File: config.mk
export PLATFORM = sky130hd
export DESIGN_NAME = lockstep_mismatch_monitor
export DESIGN_NICKNAME = d
export VERILOG_FILES = /design/src/rtl/lockstep_pkg.sv /design/src/rtl/lockstep_mismatch_monitor_sat_counter.sv /design/src/rtl/lockstep_mismatch_monitor.sv
export SDC_FILE = /design/constraint.sdc
export NUM_CORES = 1
export LEC_CHECK = 0
export CAP_MARGIN = 20
export CORE_MARGIN = 1
export CORE_UTILIZATION = 36
export CTS_CLUSTER_DIAMETER = 150
export CTS_CLUSTER_SIZE = 12
export DETAILED_ROUTE_END_ITERATION = 6
export GPL_ROUTABILITY_DRIVEN = 0
export HOLD_SLACK_MARGIN = 0.08
export PLACE_DENSITY = 0.93
export SETUP_SLACK_MARGIN = 0.02
export SYNTH_ARGS = -nofsm -noshare
export SYNTH_HDL_FRONTEND = slang
export SYNTH_HIERARCHICAL = 1
export SYNTH_SLANG_ARGS = --single-unit
export TNS_END_PERCENT = 5
File: constraint.sdc
create_clock -name clk -period 3.33 [get_ports clk]
set_input_delay 0.666 -clock clk [delete_from_list [all_inputs] [get_ports clk]]
set_output_delay 0.666 -clock clk [all_outputs]
set_load 0.005 [all_outputs]
File: src/rtl/lockstep_pkg.sv
// Shared types and defaults for the lockstep mismatch monitor.
// The FSM state encoding is visible on the monitor's state port, so it lives here.
package lockstep_pkg;

  typedef enum logic [1:0] {
    WARMUP  = 2'd0,
    ARMED   = 2'd1,
    SUSPECT = 2'd2,
    ALARM   = 2'd3
  } mon_state_e;

  localparam int DEF_LENGTH        = 32;
  localparam int DEF_CNT_W         = 16;
  localparam int DEF_WARMUP_CYCLES = 3;
  localparam int DEF_ALARM_THRESH  = 4;

  // A sample is a real mismatch only when the comparator output is valid.
  function automatic logic is_mismatch(input logic valid, input logic equal);
    return valid & ~equal;
  endfunction

endpackage

File: src/rtl/lockstep_mismatch_monitor_sat_counter.sv
// Saturating up-counter with a synchronous clear.
// It holds at all-ones instead of wrapping, so a flood of mismatches never reads back as a small count.
module sat_counter #(
  parameter int CNT_W = 16
) (
  input  logic             clk,
  input  logic             rst,
  input  logic             inc,
  input  logic             clr,
  output logic [CNT_W-1:0] count
);

  localparam logic [CNT_W-1:0] CNT_MAX = {CNT_W{1'b1}};

  // Count register: reset and clear both take priority over increment.
  always_ff @(posedge clk) begin
    if (rst) begin
      count <= '0;
    end else if (clr) begin
      count <= '0;
    end else if (inc && (count != CNT_MAX)) begin
      count <= count + CNT_W'(1);
    end else begin
      count <= count;
    end
  end

endmodule

File: src/rtl/lockstep_mismatch_monitor.sv
// Lockstep mismatch monitor.
// It ignores the comparator warm-up window and filters out isolated mismatches.
// A run of ALARM_THRESH consecutive valid mismatches raises a sticky alarm.
// The alarm is released only by the clr_req/clr_ack handshake.
// Optional feature macro: MISMATCH_CAPTURE_EN captures the data of the first mismatch.
module lockstep_mismatch_monitor
  import lockstep_pkg::*;
#(
  parameter int LENGTH        = DEF_LENGTH,
  parameter int WARMUP_CYCLES = DEF_WARMUP_CYCLES,
  parameter int ALARM_THRESH  = DEF_ALARM_THRESH,
  parameter int CNT_W         = DEF_CNT_W
) (
  input  logic              clk,
  input  logic              rst,
  input  logic              cmp_valid,
  input  logic              equal,
  input  logic [LENGTH-1:0] exp_data,
  input  logic [LENGTH-1:0] act_data,
  input  logic              clr_req,
  output logic              clr_ack,
  output logic              alarm,
  output logic [1:0]        state,
  output logic [CNT_W-1:0]  mismatch_cnt,
  output logic [LENGTH-1:0] first_exp,
  output logic [LENGTH-1:0] first_act
);

  localparam int WARM_W = (WARMUP_CYCLES > 1) ? $clog2(WARMUP_CYCLES + 1) : 1;
  localparam int CONS_W = $clog2(ALARM_THRESH + 1);
  localparam logic [WARM_W-1:0] WARM_LAST = WARM_W'(WARMUP_CYCLES - 1);
  localparam logic [CONS_W-1:0] CONS_LAST = CONS_W'(ALARM_THRESH - 1);

  mon_state_e        state_r, state_s;
  logic [WARM_W-1:0] warm_r, warm_s;
  logic [CONS_W-1:0] consec_r, consec_s;
  logic              ack_armed_r;
  logic              clear_fire_s;
  logic              cnt_inc_s;
  logic              mism_s;

  assign state = state_r;

  // State register, warm-up sample count and consecutive-mismatch run length.
  always_ff @(posedge clk) begin
    if (rst) begin
      state_r  <= WARMUP;
      warm_r   <= '0;
      consec_r <= '0;
    end else begin
      state_r  <= state_s;
      warm_r   <= warm_s;
      consec_r <= consec_s;
    end
  end

  // Next-state logic. An accepted clear overrides whatever the sample would have done.
  always_comb begin
    state_s  = state_r;
    warm_s   = warm_r;
    consec_s = consec_r;
    if (clear_fire_s) begin
      state_s  = ARMED;
      consec_s = '0;
    end else begin
      case (state_r)
        WARMUP: begin
          if (WARMUP_CYCLES == 0) begin
            state_s = ARMED;
          end else if (cmp_valid) begin
            if (warm_r == WARM_LAST) begin
              state_s = ARMED;
            end else begin
              warm_s = warm_r + WARM_W'(1);
            end
          end else begin
            warm_s = warm_r;
          end
        end
        ARMED: begin
          if (mism_s) begin
            consec_s = CONS_W'(1);
            state_s  = (ALARM_THRESH == 1) ? ALARM : SUSPECT;
          end else begin
            consec_s = '0;
          end
        end
        SUSPECT: begin
          if (mism_s) begin
            consec_s = consec_r + CONS_W'(1);
            if (consec_r == CONS_LAST) begin
              state_s = ALARM;
            end else begin
              state_s = SUSPECT;
            end
          end else if (cmp_valid) begin
            consec_s = '0;
            state_s  = ARMED;
          end else begin
            state_s = SUSPECT;
          end
        end
        ALARM: begin
          state_s = ALARM;
        end
        default: begin
          state_s  = WARMUP;
          consec_s = '0;
        end
      endcase
    end
  end

  // Output decode.
  // A clear is accepted only once warm-up is over and the previous request has been released.
  // A sample that coincides with an accepted clear is dropped.
  always_comb begin
    mism_s       = is_mismatch(cmp_valid, equal);
    clear_fire_s = clr_req & ack_armed_r & (state_r != WARMUP);
    if (clear_fire_s) begin
      cnt_inc_s = 1'b0;
    end else begin
      cnt_inc_s = mism_s & (state_r != WARMUP);
    end
  end

  // Registered handshake and alarm outputs. ack_armed re-arms only after clr_req drops.
  always_ff @(posedge clk) begin
    if (rst) begin
      clr_ack     <= 1'b0;
      alarm       <= 1'b0;
      ack_armed_r <= 1'b1;
    end else begin
      clr_ack <= clear_fire_s;
      alarm   <= (state_s == ALARM);
      if (clear_fire_s) begin
        ack_armed_r <= 1'b0;
      end else if (!clr_req) begin
        ack_armed_r <= 1'b1;
      end else begin
        ack_armed_r <= ack_armed_r;
      end
    end
  end

  sat_counter #(.CNT_W(CNT_W)) u_cnt (
    .clk   (clk),
    .rst   (rst),
    .inc   (cnt_inc_s),
    .clr   (clear_fire_s),
    .count (mismatch_cnt)
  );

`ifdef MISMATCH_CAPTURE_EN
  logic captured_r;

  // Capture exp/act of the first counted mismatch; hold the data until the next clear or reset.
  always_ff @(posedge clk) begin
    if (rst || clear_fire_s) begin
      captured_r <= 1'b0;
      first_exp  <= '0;
      first_act  <= '0;
    end else if (cnt_inc_s && !captured_r) begin
      captured_r <= 1'b1;
      first_exp  <= exp_data;
      first_act  <= act_data;
    end else begin
      captured_r <= captured_r;
      first_exp  <= first_exp;
      first_act  <= first_act;
    end
  end
`else
  logic unused_data_s;
  assign unused_data_s = ^{exp_data, act_data};
  assign first_exp     = '0;
  assign first_act     = '0;
`endif

endmodule
# After elaboration in Yosys (flattened, before gate mapping)
# Index checks and enable logic that the tools add are counted.
[op_classes]
addsub = 3
eq_ne = 9
n_mux = 15
n_bitwise = 7
n_reduce_logical = 7
[ops]
columns = ["operator", "n"]
rows = [
  ["adder 16 x 1 -> 16 bit (second input constant)", 1],
  ["!= test 16 bit (second input constant)", 1],
  ["two-way mux 2 bit", 6],
  ["== test 2 bit (second input constant)", 4],
  ["case mux 2 bit (4 select lines)", 1],
  ["two-way mux 3 bit", 2],
  ["case mux 3 bit (2 select lines)", 1],
  ["two-way mux 1 bit", 5],
  ["bitwise AND 1 bit", 4],
  ["AND reduction 4 bit", 1],
  ["nonzero test 2 bit", 2],
  ["adder 3 x 1 -> 3 bit (second input constant)", 1],
  ["== test 3 x 2 -> 1 bit (second input constant)", 1],
  ["!= test 3 bit (second input constant)", 1],
  ["NOT 1 bit", 3],
  ["adder 2 x 1 -> 2 bit (second input constant)", 1],
  ["== test 2 x 1 -> 1 bit (second input constant)", 1],
  ["logical NOT 2 bit", 1],
  ["!= test 2 x 1 -> 1 bit (second input constant)", 1],
  ["AND reduction 2 bit", 1],
  ["OR reduction 2 bit", 1],
  ["logical AND 1 bit", 1],
]
[word_totals]
register_bits = 26
inputBits = 69
out_inout_bits = 84
word_cells = 48

# Depth between registers and ports, before layout
# Gate-level depths: netlist of the first run.
[depth]
depth_word = 6
ltp_mapped = 8

# By module
# Netlist of the first run, hierarchy kept.
[modules_own_cells]
columns = ["mod", "instances", "cells_per_inst", "area_each_um2", "seq_area_each_um2"]
rows = [
  ["lockstep_mismatch_monitor", 1, 124, 1012.2, 200.2],
  ["sat_counter", 1, 102, 917.1, 320.3],
]

# Least setup slack after synthesis of the first run
# No wires, ideal clock.
[synth_timing]
kind = "input to register"
from = "input clr_req"
to = "register u_cnt.count[12]"
arrival_time_ns = 2.239
t_required_ns = 3.239
path_slack_ns = 1.000
cell_stages = 6
cell_sequence = "a2111oi_0 > and4_4 > and3_1 > buf_4 > a31oi_1 > a311oi_1"
[synth_between]
elab_chain_len = 4
[synth_rtl]
columns = ["element", "line", "text"]
rows = [
  ["start, declared", "lockstep_mismatch_monitor.sv:20", "input logic clr_req,"],
  ["bitwise AND 1 bit * (2 in series)", "lockstep_mismatch_monitor.sv:119", "clear_fire_s = clr_req & ack_armed_r & (state_r != WARMUP);"],
  ["two-way mux 1 bit", "lockstep_mismatch_monitor.sv:120", "if (clear_fire_s) begin"],
  ["logical AND 1 bit", "lockstep_mismatch_monitor_sat_counter.sv:21", "end else if (inc && (count != CNT_MAX)) begin"],
  ["end signal, assigned", "lockstep_mismatch_monitor_sat_counter.sv:22", "count <= count + CNT_W'(1);"],
  ["end signal, assigned", "lockstep_mismatch_monitor_sat_counter.sv:24", "count <= count;"],
  ["end, declared", "lockstep_mismatch_monitor_sat_counter.sv:10", "output logic [CNT_W-1:0] count"],
]
# Every way passes the cells marked *; elsewhere a longest branch is shown, timed or not.
# A chain may end at the register's enable or synchronous reset.

# Worst setup path in the final report of the first run
[layout_timing]
from = "input cmp_valid"
to = "register u_cnt.count[11]"
[layout_between]
elab_chain_len = 4
[layout_rtl]
columns = ["element", "line", "text"]
rows = [
  ["start, declared", "lockstep_mismatch_monitor.sv:16", "input logic cmp_valid,"],
  ["bitwise AND 1 bit", "lockstep_pkg.sv:19", "return valid & ~equal;"],
  ["bitwise AND 1 bit", "lockstep_mismatch_monitor.sv:123", "cnt_inc_s = mism_s & (state_r != WARMUP);"],
  ["two-way mux 1 bit", "lockstep_mismatch_monitor.sv:120", ""],
  ["via cnt_inc_s", "lockstep_mismatch_monitor.sv:39", "logic cnt_inc_s;"],
  ["logical AND 1 bit", "lockstep_mismatch_monitor_sat_counter.sv:21", ""],
]
# The timed path passes the listed nets, and every way through them passes these cells.

==> results of run 1 <==
[power groups by stage]
stage	clock network, W	logic, W	registers [W]
3_3_place_gp	0	0.0000884	0.000338
4_1_cts	0.000185	0.0000923	0.000332
2_1_floorplan	0	0.000131	0.000333
3_5_place_dp	0	0.0000920	0.000339
6_report	0.000182	0.0000931	0.000332
5_1_grt	0.000197	0.000109	0.000333
[stage by stage]
step                instances  instance area (um^2)
global route              316                  2000
global placement          313                  1960
CTS                       316                  2000
finish                    316                  2000
floorplan                 289                  2170
detailed placement        313                  1960
[layout make-up]
cell class	count	area share
clock buffer	3	0.0206
inverter	6	0.0112
timing repair buffer	25	0.124
multi-input combinational	186	0.541
tap	70	0.0437
sequential	26	0.260
[per-layer routing]
metal / wire [um] / share of wire
met4: 34 / 0.010
met2: 1470 / 0.43
met5: 0 / 0
met1: 1630 / 0.48
met3: 254 / 0.075
[how the worst max path moves through the flow]
stage | from | to | slack [ns] | depth (start not counted)
floorplan | clr_req | u_cnt/count[12] | 1.00 | 6
global placement | cmp_valid | u_cnt/count[15] | 0.38 | 8
detailed placement | cmp_valid | u_cnt/count[11] | 0.38 | 8
CTS | cmp_valid | u_cnt/count[11] | 0.66 | 8
global route | cmp_valid | u_cnt/count[12] | 0.51 | 8
finish | cmp_valid | u_cnt/count[11] | 0.67 | 8
[registers in the layout (all words and copies together), names as in the netlist]
| signal | count |
|---|---|
| u_cnt/count | 16 |
| warm_r | 2 |
| ack_armed_r | 1 |
| consec_r | 3 |
| alarm | 1 |
| state | 2 |
| clr_ack | 1 |
[cells in the final DEF, fill, tap and decap left out, types with 4 or more instances in the layout]
cell / count
conb_1: 64
dfxtp_1: 26
clkdlybuf4s50_1: 24
nand2_1: 16
a21oi_1: 13
nor2_1: 9
o21ai_0: 7
nand3_1: 6
mux2i_1: 6
inv_1: 5
or3_1: 5
a211oi_1: 4
ha_1: 4
a31oi_1: 4
[cell families (layout without fill, tap and decap cells)]
logic type / count (synthesis) / count (layout) / share of synthesized area
adders and majority gates: 4 / 4 / 0.0259
muxes: 6 / 6 / 0.0311
buffers and inverters: 77 / 34 / 0.291
xor gates and xnor gates: 1 / 1 / 0.00454
DFF: 26 / 26 / 0.270
AOI/OAI and AO/OA: 42 / 42 / 0.150
other: 1 / 64 / 0.00194
and+or+nand+nor: 69 / 69 / 0.226
[critical path, cell delays in order]
cell and delay [ns]:
clkdlybuf4s50_1 0.63, inv_2 0.09, a2111oi_0 0.32, buf_4 0.21, and3_1 0.17, nand3_1 0.21
a211oi_1 0.35, mux2i_1 0.22
==> results.md, run 1 <==
- Final Power: a little over 0.0006 W
- CP Capture Type: flop
- Area of the multi-input gates: between 0.001 and 0.0015 mm^2
- Final WL: about 3400 um
- Number of port buffers: 24
- Worst VDD drop: approximately 0.00014 V
- Synth warn: 6
- Layout cells sized above 1: 0.0935
- ANT nets after route: 0
- Row count: 26
- Met3 Track Usage GR: 0.0348
- Synth cell count leaders: buf_4, dfxtp_1, nand2_1, a21oi_1, nor2_1
- Dominant cells by area after synthesis: dfxtp_1, buf_4, a21oi_1
- Mapped Cells: roughly 230
- Horiz. Die Dim: 75.2 um
- Post_cts resized: 0
- Clock Latency Late Sink: 0.27 ns
- GRT Residual Overflow: 0
- Leak Pwr: slightly above 0.8 nW
- CTS max path bufs: 2
- Cell Pwr Density: approximately 300 mW/mm^2
- First-pass GRT wire length: ~5600 um
- Fin nets: 321
- CTS tree: done
- Root buf cell: clkbuf_8
- Clock power share: 0.300
- First-pass DRT Iterations: 4
- Hold path cells: 2
- Reg-to-Reg Start: state[1]
- FF-to-FF path depth: 7
- Status: finished, final reports clean
- Critical Path AT: about 2.9 ns
- Setup WS pre-CTS: around 0.38 ns
- Psw: roughly 0.00017 W
- Pin count of the biggest net entering global routing: 14
- Final hold slack: about 0.51 ns
- Cts-stage hold buffer count: 0
- Final TNS setup: 0 ns
- Fin worst setup slack: about 0.67 ns
- Unrepaired setup endpoints after global routing: false
- DRC Markers: 0
- Asr flop ratio synth: 0
- Post-layout min period: 2.66 ns
- Synth Register Bits: 26
- Type of element launching the critical path: primary input
- Die H: ~75 um
- Cell Area, Synth: approximately 0.0019 mm^2
- Max_slew headroom: 0.515
- Tcrit/Tclk final: 0.799
- HPWL after DPL: roughly 2500 um
- Layout area overhead: 3.83%
- Slew Limit Fails: 0
- CP Max Fanout: 8
- Post-synth EDFFs: 0
- Clock Skews: about 0.0021 ns
- Combinational power share: 0.154
- WL/cell: approximately 11 um
- Final hold violations: 0
- Max Cap Viol: 0
- Top-count cell post-synth: buf_4
- Reg2reg end: u_cnt/count[11]
- Sink Count: 26
- Post-synth top area share: 0.270
- Mean Syn Cell Area: around 8.5 um^2
- Initial antenna violation count: 0
- Netlist cell types: 53
- Hold path start: consec_r[0]
- Clk slew on worst S/H paths: about 0.090 ns
- Met2 usage: 0.195
- Min-delay worst type: reg -> reg
- Net Sw Frac: 0.279
- Setup bufs post-CTS: 0
- Core ar.: slightly above 0.005 mm^2
- Routed vias/inst: roughly 4.5
- Ant diodes: 0
- Cell taking the most area after synthesis: dfxtp_1
- Top-Level Pins: ~150
- Drt initial violations: between 100 and 150
- GR peak layer: met2
- Max frequency: roughly 0.38 GHz
- P_int: around 0.00044 W
- Setup-failing EPs final: 0
- Flop pwr share: 0.547
- Starting Density: 0.375
- Via Count: approximately 1400
- Sequential share of the synthesized area: 0.270
- Register Area: ~520 um^2
- CTS H-tree depth: 1
- Worst slew pin tran: 0.725 ns
- Worst Path Required: 3.54 ns
- M1 GR Usage: 0.175
- Critical path class: in -> reg
- DIE AREA: between 0.005 and 0.006 mm^2
- Main synth FF type: dfxtp_1
- WHS Endpoint: consec_r[0]
- Vias in the first global route: about 1200
- Reg-to-reg slack, setup: 0.91 ns
- Num CTS Buffers: 3
- Fill cells: between 500 and 600
- Total GRT Usage: 0.127
- Final Util: 0.390
Power figures use the tool's default switching activity.
==> inputs of run 2 (changes only) <==
- CORE_UTILIZATION: 36 -> 34
- PLACE_DENSITY: 0.93 -> 0.88
- clock period: 3.33 -> 2.54 ns (I/O delays scaled with it)
==> run 2 against run 1 <==
Against the previous run:
- hold slack lost 0.0057 ns
- clock skew increased by 0.0040 ns
- count of clock-buffer cells in the layout is the same
- global-route usage shrank 0.55 points
- largest cell class unchanged
- the run now ends with DRC left
- final area grew 4.4%
- sequential share of layout area decreased by 1.1 points
==> results.md, run 2 (synthesis gave the netlist of run 1 again) <==
- Pin count of the biggest net entering global routing: 14
- Cell Pwr Density: between 300 and 400 mW/mm^2
- Die H: 77.3 um
- Worst slew pin tran: between 0.5 and 0.6 ns
- CTS max path bufs: 2
- Final Power: approximately 0.00080 W
- Root buf cell: clkbuf_8
- Status: finished, violations left
- First-pass DRT Iterations: 7
- Top-Level Pins: roughly 150
- Failing checks: DRC
- Fin worst setup slack: between 0.08 and 0.09 ns
- Commonest cells after routing, fill and taps aside: conb_1, dfxtp_1, clkdlybuf4s50_1, nand2_1, a21oi_1
- Clock Skews: around 0.0061 ns
- Setup WS pre-CTS: -0.130 ns
- Ant diodes: 0
- CP max stage cell: a2111oi_0
- Type of element launching the critical path: primary input
- Post-Layout Cell Count: 328
- GRT Residual Overflow: 0
- HPWL after DPL: 2670 um
- Initial antenna violation count: 0
- First-pass GRT wire length: between 5000 and 6000 um
- Total GRT Usage: 0.122
- Crit-path cells: clkdlybuf4s50_1, a2111oi_0, buf_4, and3_1, nand3_1, a211oi_2, mux2i_1
- Core ar.: approximately 0.0055 mm^2
- CP Capture Type: flop
- Max FFs per register: 16
- Layout area overhead: 8.37%
- Vias in the first global route: approximately 1300
- Final hold violations: 0
- CTS H-tree depth: 1
- Min-delay worst type: reg -> reg
- Clock Latency Late Sink: 0.27 ns
- CTS tree: done
- WL/cell: roughly 11 um
- Layout cells sized above 1: 0.137
- Worst Path Required: 2.73 ns
- Critical Path AT: 2.65 ns
- Max_slew headroom: 0.647
- Setup bufs post-CTS: 0
- Setup-failing EPs final: 0
- Number of port buffers: 24
- Buf+Inv Stages, Crit Path: 2
- Horiz. Die Dim: about 77 um
- Fin nets: between 300 and 400
- ANT nets after route: 0
- Post-layout min period: 2.45 ns
- CP max stage delay: about 0.46 ns
- DRC Markers: 1
- Final Util: 0.382
- Drt initial violations: 120
- Sink Count: 26
- Final hold slack: 0.500 ns
- Inst Count DP: about 330
- Post_cts resized: 0
- Tcrit/Tclk final: 0.966
- Clk slew on worst S/H paths: roughly 0.080 ns
- Biggest register: u_cnt/count
- Delay-heaviest family, CP: compound AO/OA/AOI/OAI gates
- Via Count: approximately 1500
- Routed vias/inst: about 4.6
- DIE AREA: about 0.0060 mm^2
- Slew Limit Fails: 0
- Critical path class: in -> reg
- Leak Pwr: a little under 0.9 nW
- Cts-stage hold buffer count: 0
- Row count: 27
- Max Cap Viol: 0
- Top Registers: u_cnt/count (16), consec_r (3)
- Max frequency: roughly 0.41 GHz
- Worst VDD drop: 0.000192 V
- Starting Density: 0.353
- CP Max Fanout: 6
- Final WL: 3590 um
- Most common cell after layout, fill and taps aside: conb_1
- Unrepaired setup endpoints after global routing: true
- Num CTS Buffers: 3
run 2: layout make-up:
cell class                      instances  area (um^2)
Fill cell                             556         3380
Multi-Input combinational cell        186         1090
Sequential cell                        26          520
Timing Repair Buffer                   35          323
Tap cell                               72         90.1
Clock buffer                            3         41.3
Inverter                                6         22.5
run 2: stage by stage:
step	setup TNS [ns]	instance area, um^2
after global placement	-0.177	2040
after global routing	-0.0888	2090
after floorplan	0	2170
after detailed placement	-0.370	2040
after CTS	0	2080
final	0	2090
run 2: layer usage:
| layer | track usage | up-vias | routed length, um |
|---|---|---|---|
| met5 | 0 | - | 0 |
| met3 | 0.0224 | 4 | 238 |
| li1 | - | 727 | - |
| met1 | 0.161 | 708 | 1660 |
| met4 | 0.0491 | 0 | 34 |
| met2 | 0.194 | 77 | 1660 |
run 2: path summary, 6_finish.rpt:
| kind | start | end | slack [ns] | depth (start not counted) |
|---|---|---|---|---|
| setup / recovery | clr_req | u_cnt/count[11] | 0.09 | 7 |
| hold / removal | consec_r[0] | consec_r[0] | 0.50 | 2 |
| setup reg to reg | state[1] | u_cnt/count[11] | 0.36 | 7 |
| hold reg to reg | consec_r[0] | consec_r[0] | 0.50 | 2 |
run 2: worst reg2reg max path: stages, from the launching register on:
cell and delay, ns:
dfxtp_1 0.34, nor2_1 0.09, a2111oi_0 0.43, buf_4 0.21
and3_1 0.19, nand3_1 0.26, a211oi_2 0.35, mux2i_1 0.24
run 2: where the power goes:
| group | total [W] | internal, W | leakage (nW) | switching, W |
|---|---|---|---|---|
| logic | 0.000145 | 0.0000590 | 0.634 | 0.0000863 |
| clock network | 0.000231 | 0.000106 | 0.0216 | 0.000125 |
| registers | 0.000427 | 0.000420 | 0.210 | 0.00000731 |
